<file path="config.mk">
export PLATFORM = sky130hd
export DESIGN_NAME = encode_stage_sequencer
export DESIGN_NICKNAME = d
export VERILOG_FILES = /design/src/rtl/encode_stage_sequencer.sv
export SDC_FILE = /design/constraint.sdc
export NUM_CORES = 1
export LEC_CHECK = 0
export CORE_MARGIN = 2
export CORE_UTILIZATION = 40
export DETAILED_ROUTE_END_ITERATION = 10
export GPL_TIMING_DRIVEN = 0
export SLEW_MARGIN = 5
export SYNTH_ARGS = -nofsm -noshare
export SYNTH_HDL_FRONTEND = slang
export SYNTH_SLANG_ARGS = --single-unit
</file>
<file path="constraint.sdc">
create_clock -name ap_clk -period 4.2 [get_ports ap_clk]
set_clock_uncertainty 0.1 [all_clocks]
set_input_delay 0.42 -clock ap_clk [delete_from_list [all_inputs] [get_ports ap_clk]]
set_output_delay 0.42 -clock ap_clk [all_outputs]
set_load 0.01 [all_outputs]
</file>
<file path="src/rtl/encode_stage_sequencer.sv">
// Control sequencer for the encode CNN dataflow chain (castIn .. castOut).
// Drives each stage's ap_ctrl_chain handshake, bounds channel occupancy and watches for stalls.
module encode_stage_sequencer #(
  parameter int unsigned NUM_STAGES  = 8,
  parameter int unsigned BUF_DEPTH   = 2,
  parameter int unsigned FRAME_W     = 16,
  parameter int unsigned STALL_LIMIT = 65535
) (
  input  logic                  ap_clk,
  input  logic                  ap_rst_n,
  input  logic                  ap_start,
  input  logic [FRAME_W-1:0]    frame_count,
  output logic                  ap_idle,
  output logic                  ap_ready,
  output logic                  ap_done,
  output logic [NUM_STAGES-1:0] stage_start,
  input  logic [NUM_STAGES-1:0] stage_ready,
  input  logic [NUM_STAGES-1:0] stage_done,
  output logic [NUM_STAGES-1:0] stage_continue,
  output logic                  deadlock,
  output logic [FRAME_W-1:0]    frames_done
);

  localparam int unsigned LAST    = NUM_STAGES - 1;
  localparam int unsigned OCC_W   = 3;
  localparam int unsigned STALL_W = $clog2(STALL_LIMIT + 1);
  localparam logic [OCC_W-1:0]   DEPTH = OCC_W'(BUF_DEPTH);
  localparam logic [STALL_W-1:0] LIMIT = STALL_W'(STALL_LIMIT);

  typedef enum logic [1:0] {
    S_IDLE   = 2'd0,
    S_RUN    = 2'd1,
    S_FINISH = 2'd2
  } state_e;

  state_e               state_q, state_d;
  logic [FRAME_W-1:0]   total_q, total_d;
  logic [FRAME_W-1:0]   started_q   [NUM_STAGES];
  logic [FRAME_W-1:0]   started_d   [NUM_STAGES];
  logic [FRAME_W-1:0]   completed_q [NUM_STAGES];
  logic [FRAME_W-1:0]   completed_d [NUM_STAGES];
  logic [OCC_W-1:0]     occ_q       [NUM_STAGES-1];
  logic [OCC_W-1:0]     occ_d       [NUM_STAGES-1];
  logic [STALL_W-1:0]   stall_q, stall_d;
  logic                 deadlock_q, deadlock_d;

  logic [NUM_STAGES-1:0] up_avail;
  logic [NUM_STAGES-1:0] down_room;
  logic [NUM_STAGES-1:0] start_fire;
  logic [NUM_STAGES-1:0] done_fire;

  // Channel status seen by each stage: a frame waiting upstream, room downstream.
  always_comb begin
    up_avail        = '0;
    down_room       = '0;
    up_avail[0]     = 1'b1;
    down_room[LAST] = 1'b1;
    for (int unsigned i = 1; i < NUM_STAGES; i++) begin
      up_avail[i] = (occ_q[i-1] != '0);
    end
    for (int unsigned i = 0; i < LAST; i++) begin
      down_room[i] = (occ_q[i] < DEPTH);
    end
  end

  // Per-stage handshake, only live while a batch is running.
  always_comb begin
    stage_start    = '0;
    stage_continue = '0;
    if (state_q == S_RUN) begin
      for (int unsigned i = 0; i < NUM_STAGES; i++) begin
        stage_start[i] = (started_q[i] == completed_q[i]) &&
                         (started_q[i] < total_q) && up_avail[i];
      end
      stage_continue = down_room;
    end
    start_fire = stage_start & stage_ready;
    done_fire  = stage_done & stage_continue;
  end

  // Next-state, counters, channel occupancy and stall watchdog.
  always_comb begin
    state_d     = state_q;
    total_d     = total_q;
    started_d   = started_q;
    completed_d = completed_q;
    occ_d       = occ_q;
    stall_d     = stall_q;
    deadlock_d  = deadlock_q;
    unique case (state_q)
      S_IDLE: begin
        if (ap_start) begin
          total_d    = frame_count;
          stall_d    = '0;
          deadlock_d = 1'b0;
          for (int unsigned i = 0; i < NUM_STAGES; i++) begin
            started_d[i]   = '0;
            completed_d[i] = '0;
          end
          for (int unsigned i = 0; i < LAST; i++) begin
            occ_d[i] = '0;
          end
          state_d = (frame_count == '0) ? S_FINISH : S_RUN;
        end
      end
      S_RUN: begin
        for (int unsigned i = 0; i < NUM_STAGES; i++) begin
          started_d[i]   = started_q[i] + FRAME_W'(start_fire[i]);
          completed_d[i] = completed_q[i] + FRAME_W'(done_fire[i]);
        end
        // A completion into a channel and a start out of it in one cycle cancel.
        for (int unsigned i = 0; i < LAST; i++) begin
          occ_d[i] = occ_q[i] + OCC_W'(done_fire[i]) - OCC_W'(start_fire[i+1]);
        end
        if ((start_fire != '0) || (done_fire != '0)) begin
          stall_d = '0;
        end else if (stall_q != LIMIT) begin
          stall_d = stall_q + STALL_W'(1);
        end
        if (stall_d == LIMIT) begin
          deadlock_d = 1'b1;
        end
        if (completed_q[LAST] == total_q) begin
          state_d = S_FINISH;
        end
      end
      S_FINISH: begin
        stall_d = '0;
        state_d = S_IDLE;
      end
      default: begin
        state_d = S_IDLE;
      end
    endcase
  end

  always_ff @(posedge ap_clk or negedge ap_rst_n) begin
    if (!ap_rst_n) begin
      state_q    <= S_IDLE;
      total_q    <= '0;
      stall_q    <= '0;
      deadlock_q <= 1'b0;
      for (int unsigned i = 0; i < NUM_STAGES; i++) begin
        started_q[i]   <= '0;
        completed_q[i] <= '0;
      end
      for (int unsigned i = 0; i < LAST; i++) begin
        occ_q[i] <= '0;
      end
    end else begin
      state_q     <= state_d;
      total_q     <= total_d;
      stall_q     <= stall_d;
      deadlock_q  <= deadlock_d;
      started_q   <= started_d;
      completed_q <= completed_d;
      occ_q       <= occ_d;
    end
  end

  // An empty batch reports ready and done together in its single FINISH cycle.
  assign ap_idle     = (state_q == S_IDLE);
  assign ap_done     = (state_q == S_FINISH);
  assign ap_ready    = ((state_q == S_RUN) && start_fire[0] &&
                        (started_q[0] == total_q - FRAME_W'(1))) ||
                       ((state_q == S_FINISH) && (total_q == '0));
  assign deadlock    = deadlock_q;
  assign frames_done = completed_q[LAST];

endmodule

</file>
==> impl_metrics.tcl <==
set metrics [dict create \
    start_util 0.4039 \
    p_comb_frac 0.543 \
    syn_inst 2629 \
    fp.dieH_um 239.9 \
    clk_latency_ns 0.58 \
    timing.rr.start "total_q[11]" \
    routed_wl_mm 92.65 \
    setup-tns-final_ns 0 \
    drtPass1Iterations 6 \
    cts_buffers 38 \
    drtIter0Drc 2871 \
    violations "capacitance limit, slew limit" \
    synth.distinct_cells 81 \
    ys.flop_type "dfrtp_1" \
    p_leak_nw 11.22 \
    grt_use_total 0.3206 \
    vias 22487 \
    powerDensity_nw_per_um2 611.1 \
    die_x_um 239.9 \
    synth_edf_count 0 \
    clock_path_buffers 3 \
    root_buffer "clkbuf_16" \
    switching_power_mw 7.833 \
    hold_path_class "primary input to flip-flop" \
    dieArea_um2 57540 \
    antenna_found_initial 5 \
    clkSinkCount 312 \
    ctsHtreeMaxLevel 2 \
    grt_max_degree 107 \
    worstSetupStartpointType "flip-flop" \
    hold_start "frame_count[5]" \
    dp.cells 3449 \
    status "finished with violations" \
    synth_top_family_by_area "simple AND/OR/NAND/NOR gates" \
    max_clock_freq_mhz 241.3 \
    power.total_mw 15.83 \
    intPower_mw 8.000 \
    synth_area_leaders "dfrtp_1, ha_1, o21ai_0" \
    report.final.slew_viol_count 23 \
    grt_pass1_wl_mm 136.3 \
    synthXorXnorAreaFrac 0.07517 \
    syn_area_um2 22250 \
    yosysSeqAreaShare 0.3508 \
    slowest_delay_ns 0.57 \
    path_clk_slew_ns 0.06 \
    r2r_setup_slack_ns 0.13 \
    grt_remaining_overflow 0 \
    syn_to_final_growth_pct 16.43 \
    cts_tree "yes" \
    min_path_cells 3 \
    yosys_warnings 0 \
    cp_data_required_time_ns 3.68 \
    worst-path-buf-inv 6 \
    worst_slew_pin_slew_ns 1.518 \
    gp_congestion 0.9673 \
    ff2ff_path_depth 11 \
    period_share 0.9865 \
    switching_share 0.4947 \
    worstPathArrival_ns 3.62 \
    ys_seq_elements 312 \
    muxShareOfSynthArea 0.003205 \
    slowest_stage "clkdlybuf4s50_1" \
    grt_pass1_vias 21404 \
    drtAntennaViolNets 0 \
    maxCapViolations 2 \
    cp_max_fo 10 \
    nNetsFinal 3001 \
    path_class "flip-flop to output pin" \
    synth_compound_area_frac 0.2000 \
    rr_endpoint "stall_q[1]" \
    yosys.area.top_type "dfrtp_1" \
    placement_rows 86 \
    viasPerCell 6.320 \
    period_needed_ns 4.143 \
    finalHoldViolCount 0 \
    seqPwrFrac 0.236 \
    layoutNonFillerInstCount 3558 \
    p_clk_frac 0.221 \
    core_um2 55090 \
    cp_cell_sequence "nand2b_1 > buf_4 > inv_6 > buf_8 > buf_2 > clkbuf_4 > and2_1 > clkdlybuf4s50_1" \
    cp-end-kind "output pin" \
    ys_async_sr_fraction 1.000 \
    dpl.hpwl_mm 62.65 \
    avgSynthCellArea_um2 8.465 \
    io_pins 71 \
    critPathTopFamily "buffers and inverters" \
    yosys.area_share.adder 0.1058 \
    setup_viol_count_final 0 \
    synth-simple-area-share 0.2134 \
    relSlewSlack -0.01232 \
    syn-num-nets 2848 \
    wire_per_inst_um 26.04 \
    port_buffers 70 \
    drcViolationCount 0 \
    synth_top_area_share 0.3508 \
    drive_gt1_frac 0.08758 \
    hold_end "total_q[5]" \
    irDropWorstVdd_mv 0.5669 \
]
-- timing repair --
action                                  CTS  global route
endpoints found under the setup margin  144            42
hold buffers                              1             0
pin swaps                                 3            10
setup buffers                            34            10
resized for setup                        50            45
endpoints found under the hold margin   101             0
-- routing by layer --
metal / track usage / up-vias / share of wire
met4: 0.1733 / 2 / 0.059
met3: 0.05947 / 257 / 0.10
met2: 0.4913 / 1240 / 0.44
met5: 0 / - / 0.00053
met1: 0.4286 / 11013 / 0.40
li1: - / 9975 / -
-- synthesized netlist by cell type, drive strengths merged (38+ instances only) --
library cell,count
a21oi,96
a22o,40
a31oi,91
and3,43
buf,53
clkbuf,135
dfrtp,312
ha,177
inv,82
nand2,285
nand3,123
nand4,129
nor2,148
nor3,38
o21ai,364
o31ai,62
xnor2,110
xor2,81
-- kinds of logic (layout without fill, tap and decap cells) --
logic type,Yosys count,after routing
AND/OR/NAND/NOR,922,922
AO/OA/AOI/OAI,742,742
flip-flops,312,312
buffers and inverters,271,451
XOR/XNOR,191,191
adder cells (fa/ha/maj),184,184
multiplexers,7,7
other,0,1
-- worst min-delay path, cell delays in order --
cell             delay, ns
clkdlybuf4s50_1       0.43
nand2_1               0.06
o21ai_0               0.07
-- power groups by stage --
stage	sequential, mW	combinational, mW	clock [mW]
after global placement	3.71	7.61	0
final	3.74	8.60	3.49
after detailed placement	3.71	7.75	0
after CTS	3.73	8.17	3.50
after floorplan	3.58	4.19	0
after global routing	3.76	8.97	3.62
-- state kept, by name (all words and copies together), names as in the netlist --
name         count
started_q      128
completed_q    112
occ_q           21
frames_done     16
stall_q         16
total_q         16
state_q          2
deadlock         1
-- how the worst max path moves through the flow --
stage / start / endpoint / slack, ns / cells past startpoint
after floorplan: total_q[13] / started_q[47] / 0.60 / 16
after global placement: ap_rst_n / completed_q[50] / -12.02 / 1
after detailed placement: total_q[13] / started_q[47] / -0.74 / 16
after CTS: total_q[0] / ap_ready / -0.10 / 12
after global routing: total_q[15] / started_q[62] / -0.03 / 18
final: state_q[1] / stage_continue[6] / 0.06 / 8
-- stage by stage --
step	hold slack, ns	setup WS, ns	util	instance area [um2]
6_report	0.3647	0.05654	0.4703	25910
5_1_grt	0.3918	-0.02996	0.4702	25910
4_1_cts	0.3530	-0.1024	0.4665	25700
3_5_place_dp	0.3950	-0.7403	0.4348	23950
3_3_place_gp	0.3930	-12.02	0.4336	23890
2_1_floorplan	0.02441	0.5984	-	22250
-- cells in the final DEF, fill, tap and decap left out, types with 30 or more instances in the layout --
| cell type | n |
|---|---|
| nand4_1 | 129 |
| a22o_1 | 40 |
| nor2_1 | 144 |
| clkbuf_16 | 39 |
| dfrtp_1 | 304 |
| clkbuf_1 | 132 |
| nor3_1 | 30 |
| a31oi_1 | 91 |
| nand2_1 | 282 |
| xnor2_1 | 110 |
| and3_1 | 38 |
| nand3_1 | 117 |
| xor2_1 | 81 |
| o21ai_0 | 356 |
| ha_1 | 173 |
| inv_1 | 66 |
| buf_4 | 62 |
| o31ai_1 | 60 |
| clkdlybuf4s50_1 | 67 |
| a21oi_1 | 95 |
-- final cells by class --
class	instances	area [um2]
Inverter	83	377.9
Buffer	184	848.3
Sequential cell	312	7818
Clock inverter	10	131.4
Fill cell	5410	29180
Clock buffer	57	1144
Antenna cell	1	2.502
Timing Repair Buffer	117	1147
Tap cell	748	935.9
Multi-Input combinational cell	2046	13510
Note: power is estimated with default switching activity, not from simulation.
==> RTL edit 1 (same settings) <==
The parameter `STALL_LIMIT` goes from 65535 to 32767.
--- a/src/rtl/encode_stage_sequencer.sv
+++ b/src/rtl/encode_stage_sequencer.sv
@@ -5,5 +5,5 @@
   parameter int unsigned BUF_DEPTH   = 2,
   parameter int unsigned FRAME_W     = 16,
-  parameter int unsigned STALL_LIMIT = 65535
+  parameter int unsigned STALL_LIMIT = 32767
 ) (
   input  logic                  ap_clk,
Formal check against the unedited RTL: no difference found for any inputs over 4 cycles, from zero or initial values and one cycle with ap_rst_n low; that may be too few to reach the edited logic, so the function may still have changed.
==> RTL edit 1 against the original RTL <==
  * Sequential cell count down 1
  * Routed wire length down 8.2%
  * Hold slack worse by 0.11 ns
  * Design area down 3.5%
  * Power down 3.3%
  * Global-route usage down 1.0 points
  * Synthesized area down 5.0%
  * Core utilization up 0.65 points
  * Clock power down 2%
  * Final cell count down 5.2%
  * Setup slack better by 0.072 ns
  * Critical path type unchanged
==> RTL edit 1: results (changes against the original RTL) <==
Post-synth cell types -> 71 (was 81)
Hold Crit Class -> primary input to async pin (was primary input to register)
Clock Path Buffers -> 3 (unchanged)
Initial antenna violation count -> 3 (was 5)
Vias in the first global route -> 19790 (was 21404)
Register area share after synthesis -> 36.80% (was 35.08%)
Largest registers -> started_q: 128 flops, completed_q: 112 flops, occ_q: 21 flops (unchanged)
Critical Path End -> ap_ready (was stage_continue[6])
Worst-path fanout max -> 6 (was 10)
Reg-to-reg endpoint -> started_q[63]$_DFFE_PN0P_ (was stall_q[1]$_DFFE_PN0P_)
Clock Latency Late Sink -> 0.57 ns
Final nets -> 2881 (was 3001)
CP max stage delay -> 0.55 ns (was 0.57 ns)
Area contributors post-synth -> dfrtp_1, ha_1, o21ai_0, xnor2_1, nand2_1 (was dfrtp_1, ha_1, o21ai_0, nand2_1, xnor2_1)
Status -> finished, final reports clean (was finished, violations left)
WHS -> 0.2516 ns (was 0.3647 ns)
R2R cell count -> 17 (was 11)
CTS resizes -> 48 (was 50)
Worst-path clk slew -> 0.06 ns (about the same)
Post-synth ARST share -> 100.0% (unchanged)
Hold Buf Count CTS -> 1 (unchanged)
1st-iter DRT viols -> 2157 (was 2871)
Source of the critical timing path -> total_q[4]$_DFFE_PN0P_ (was state_q[1]$_DFFE_PN0P_)
Worst Path Arrival -> 3.55 ns (was 3.62 ns)
Vias -> 20894 (was 22487)
Syn Nets -> 2703 (was 2848)
Routed WL per cell -> 25.22 um (was 26.04 um)
Max rail drop VDD -> 0.3617 mV (was 0.5669 mV)
Overflow left after global routing -> 0 (unchanged)
GP Congestion -> 0.9436 (was 0.9673)
Tot GR Track Use -> 31.06% (was 32.06%)
# Post-CTS Setup Buffers -> 53 (was 34)
Reg2reg start -> total_q[1]$_DFFE_PN0P_ (was total_q[11]$_DFFE_PN0P_)
Largest net degree at the start of global routing -> 99 (was 107)
Post-synth top cells -> o21ai_0, dfrtp_1, nand2_1 (unchanged)
TritonCTS buffer count -> 39 (was 38)
Slew @ Worst Pin -> 1.372 ns (was 1.518 ns)
Slowest library cell on the worst path -> or4_4 (was clkdlybuf4s50_1)
Port Buf Inserts -> 70 (unchanged)
Root Driver -> clkbuf_16 (unchanged)
Layout cell share with drive strength beyond 1 -> 8.529% (was 8.758%)
First-pass GRT wire length -> 124900 um (was 136300 um)
Leak Pwr -> 10.65 nW (was 11.22 nW)
Post-synth top flop -> dfrtp_1 (unchanged)
R2R Setup Slk -> 0.17 ns (was 0.13 ns)
CTS H-tree depth -> 2 (unchanged)
Yosys warns -> 0 (unchanged)
Placed cell area -> 22810 um^2 (was 23950 um^2)
# fillers -> 4984 (was 5410)
HPWL after DPL -> 57820 um (was 62650 um)
TritonRoute pass-1 iters -> 7 (was 6)
Top Family by Delay on Critical Path -> simple AND/OR/NAND/NOR gates (was buffers and inverters)
[RTL edit 1: where the power goes]
part	internal (mW)	total (mW)	switching, mW
Clock	2.00	3.41	1.41
Combinational	2.59	8.17	5.57
Sequential	3.29	3.73	0.442
Total	7.89	15.3	7.42
[RTL edit 1: metal layers]
| metal | up-vias | part of all wire, % | wire length [um] | global-route usage, % |
|---|---|---|---|---|
| met4 | 2 | 6.6 | 5622 | 18.93 |
| met1 | 10194 | 40 | 33860 | 39.99 |
| met3 | 247 | 10 | 8737 | 7.648 |
| met5 | - | 0.014 | 12 | 0 |
| li1 | 9398 | - | - | - |
| met2 | 1053 | 43 | 36860 | 47.02 |
[RTL edit 1: metrics by stage]
stage	instances	TNS [ns]	util (%)	setup WS [ns]	power (mW)
floorplan	2484	0	-	0.6668	7.272
global placement	3242	-3763.08	43.31	-11.89	10.59
detailed placement	3246	-68.69	43.50	-0.9983	10.76
CTS	3362	0	47.24	0.0008602	14.86
global route	3373	-0.2621	47.68	-0.08213	15.83
finish	3374	0	47.68	0.1282	15.31
[RTL edit 1: layout make-up]
class | count | area share (%)
Multi-Input combinational cell | 1916 | 50.19
Sequential cell | 311 | 31.19
Timing Repair Buffer | 141 | 5.849
Clock buffer | 58 | 4.758
Tap cell | 688 | 3.442
Buffer | 168 | 2.827
Inverter | 85 | 1.516
Clock inverter | 6 | 0.2202
Antenna cell | 1 | 0.01001
[RTL edit 1: cells by family after synthesis]
family | count (synthesis) | share of synthesized area (%)
fa+ha+maj | 184 | 11.13
simple gates | 810 | 18.50
compound gates | 727 | 20.59
mux | 3 | 0.1538
flops | 311 | 36.80
xor+xnor | 192 | 7.951
buf+inv | 257 | 4.880
==> RTL edit 2 (same flow settings) <==
Made on the original files. Encoding of `state_e`: now one-hot (3 bits for 3 states).
--- a/src/rtl/encode_stage_sequencer.sv
+++ b/src/rtl/encode_stage_sequencer.sv
@@ -28,8 +28,8 @@
   localparam logic [STALL_W-1:0] LIMIT = STALL_W'(STALL_LIMIT);
 
-  typedef enum logic [1:0] {
-    S_IDLE   = 2'd0,
-    S_RUN    = 2'd1,
-    S_FINISH = 2'd2
+  typedef enum logic [2:0] {
+    S_IDLE   = 3'b001,
+    S_RUN    = 3'b010,
+    S_FINISH = 3'b100
   } state_e;
 
Formal check against the unedited RTL: no difference found for any inputs over 4 cycles, from zero or initial values and one cycle with ap_rst_n low; so few cycles prove little.
==> RTL edit 2 against the original RTL <==
  * Design area fell by 6.8%
  * Maximum frequency fell by 0.21%
  * Final cell count fell by 10%
  * Sequential cell count rose by 1
  * Setup slack got worse by 0.0089 ns
  * Synthesized area fell by 8.6%
  * Routed wire length fell by 21%
Power is not compared: it rests on default switching activity, and its combinational part moved more than twofold at a synthesized area within 25%.
==> RTL edit 2: results (changes against the original RTL) <==
# fillers -> 4743 (was 5410)
First-pass GRT wire length -> 110400 um (was 136300 um)
TritonCTS buffer count -> 39 (was 38)
Register area share after synthesis -> 38.53% (was 35.08%)
CP max stage delay -> 0.52 ns (was 0.57 ns)
Hold Crit Class -> primary input to async pin (was primary input to register)
Worst Path Arrival -> 3.63 ns (was 3.62 ns)
Mapped Cells -> 2317 (was 2629)
Yosys warns -> 0 (unchanged)
Syn Nets -> 2536 (was 2848)
Tot GR Track Use -> 27.55% (was 32.06%)
CTS H-tree depth -> 2 (unchanged)
Final nets -> 2711 (was 3001)
Placed cell count -> 3062 (was 3449)
Post-synth cell types -> 63 (was 81)
Area contributors post-synth -> dfrtp_1, ha_1, o21ai_0, nand3_1, nand2_1 (was dfrtp_1, ha_1, o21ai_0, nand2_1, xnor2_1)
Worst slew margin -> 5.919% (was -1.232%)
Initial antenna violation count -> 3 (was 5)
HPWL after DPL -> 49690 um (was 62650 um)
Vias in the first global route -> 17895 (was 21404)
Largest net degree at the start of global routing -> 111 (was 107)
GP Congestion -> 0.9139 (was 0.9673)
Routed WL per cell -> 22.93 um (was 26.04 um)
Post-synth top flop -> dfrtp_1 (unchanged)
DRT Wirelength -> 73350 um (was 92650 um)
Leak Pwr -> 10.82 nW
Place WS -> -0.7605 ns (was -0.7403 ns)
1st-iter DRT viols -> 2023 (was 2871)
DR vias/cell -> 5.940 (was 6.320)
Status -> finished, final reports clean (was finished, violations left)
Post-synth top cells -> dfrtp_1, o21ai_0, nand2_1 (was o21ai_0, dfrtp_1, nand2_1)
Layout cell share with drive strength beyond 1 -> 8.803% (was 8.758%)
RTL edit 2: changes by cell type after synthesis, moves of 39 or more:
cell,delta
a31oi_1,-65
o21ai_0,-70
a22o_1,-39
nand3_1,+126
a21oi_1,-44
clkbuf_1,-55
nor2_1,-52
RTL edit 2: what timing repair did:
| action | CTS | global route |
|---|---|---|
| setup endpoints to repair | 134 | 66 |
| hold endpoints to repair | 53 | 0 |
| pin swaps | 4 | 8 |
| gates resized for setup | 41 | 28 |
| hold buffers | 1 | 0 |
| buffers inserted | 52 | 12 |
RTL edit 2: kinds of logic after synthesis:
kind of cell               Yosys count  synth area share (%)
and+or+nand+nor                    918                 22.35
buffers and inverters              190                 3.938
AOI/OAI and AO/OA                  498                 14.20
muxes                               28                 1.397
adders and majority gates          184                 11.58
DFF                                313                 38.53
xor gates and xnor gates           186                 8.012
RTL edit 2: report_power, final:
part           leakage, nW  total [mW]  switching [mW]  internal, mW
sequential            4.10        4.19           0.682          3.51
clock                0.693        3.68            1.42          2.26
combinational         6.02        3.14            1.74          1.40
RTL edit 2: final cells by class:
type | count | share of cell area (%)
diodes | 5 | 0.05181
plain buffers | 111 | 2.165
clock buffers | 56 | 4.896
clock inverters | 15 | 0.8444
inverters | 75 | 1.419
multi-input cells | 1814 | 48.99
flip-flops and latches | 313 | 32.49
well taps | 672 | 3.481
repair buffers | 138 | 5.668
RTL edit 2: worst paths after layout:
path / to / slack [ns] / cells after the start / from
worst max-delay path: stage_continue[7] / 0.05 / 8 / state_q[2]$_DFFE_PN0P_
worst min-delay path: total_q[13]$_DFFE_PN0P_ / 0.27 / 2 / ap_rst_n
worst max register to register: started_q[110]$_DFFE_PN0P_ / 0.14 / 16 / total_q[10]$_DFFE_PN0P_
worst min register to register: deadlock$_DFFE_PN0P_ / 0.38 / 2 / deadlock$_DFFE_PN0P_
max in group asynchronous: started_q[76]$_DFFE_PN0P_ / 1.99 / 5 / ap_rst_n
min in group ap_clk: total_q[4]$_DFFE_PN0P_ / 0.36 / 3 / frame_count[4]
RTL edit 2: layer usage:
metal | share of wire (%) | track usage, % | wire [um] | up-vias
li1 | - | - | - | 8786
met1 | 43 | 37.18 | 31200 | 9251
met2 | 44 | 42.46 | 32470 | 791
met3 | 8.6 | 5.690 | 6302 | 171
met5 | 0.018 | 0 | 13 | -
met4 | 4.6 | 12.50 | 3369 | 2
RTL edit 2: through the flow:
step                cell area, um^2  setup TNS (ns)  hold WS (ns)
detailed placement            21960          -33.53        0.2697
global placement              21870        -3729.41        0.3815
floorplan                     20330               0       0.02441
finish                        24150               0        0.2658
CTS                           23970               0        0.2871
global route                  24140        -0.01301        0.3070
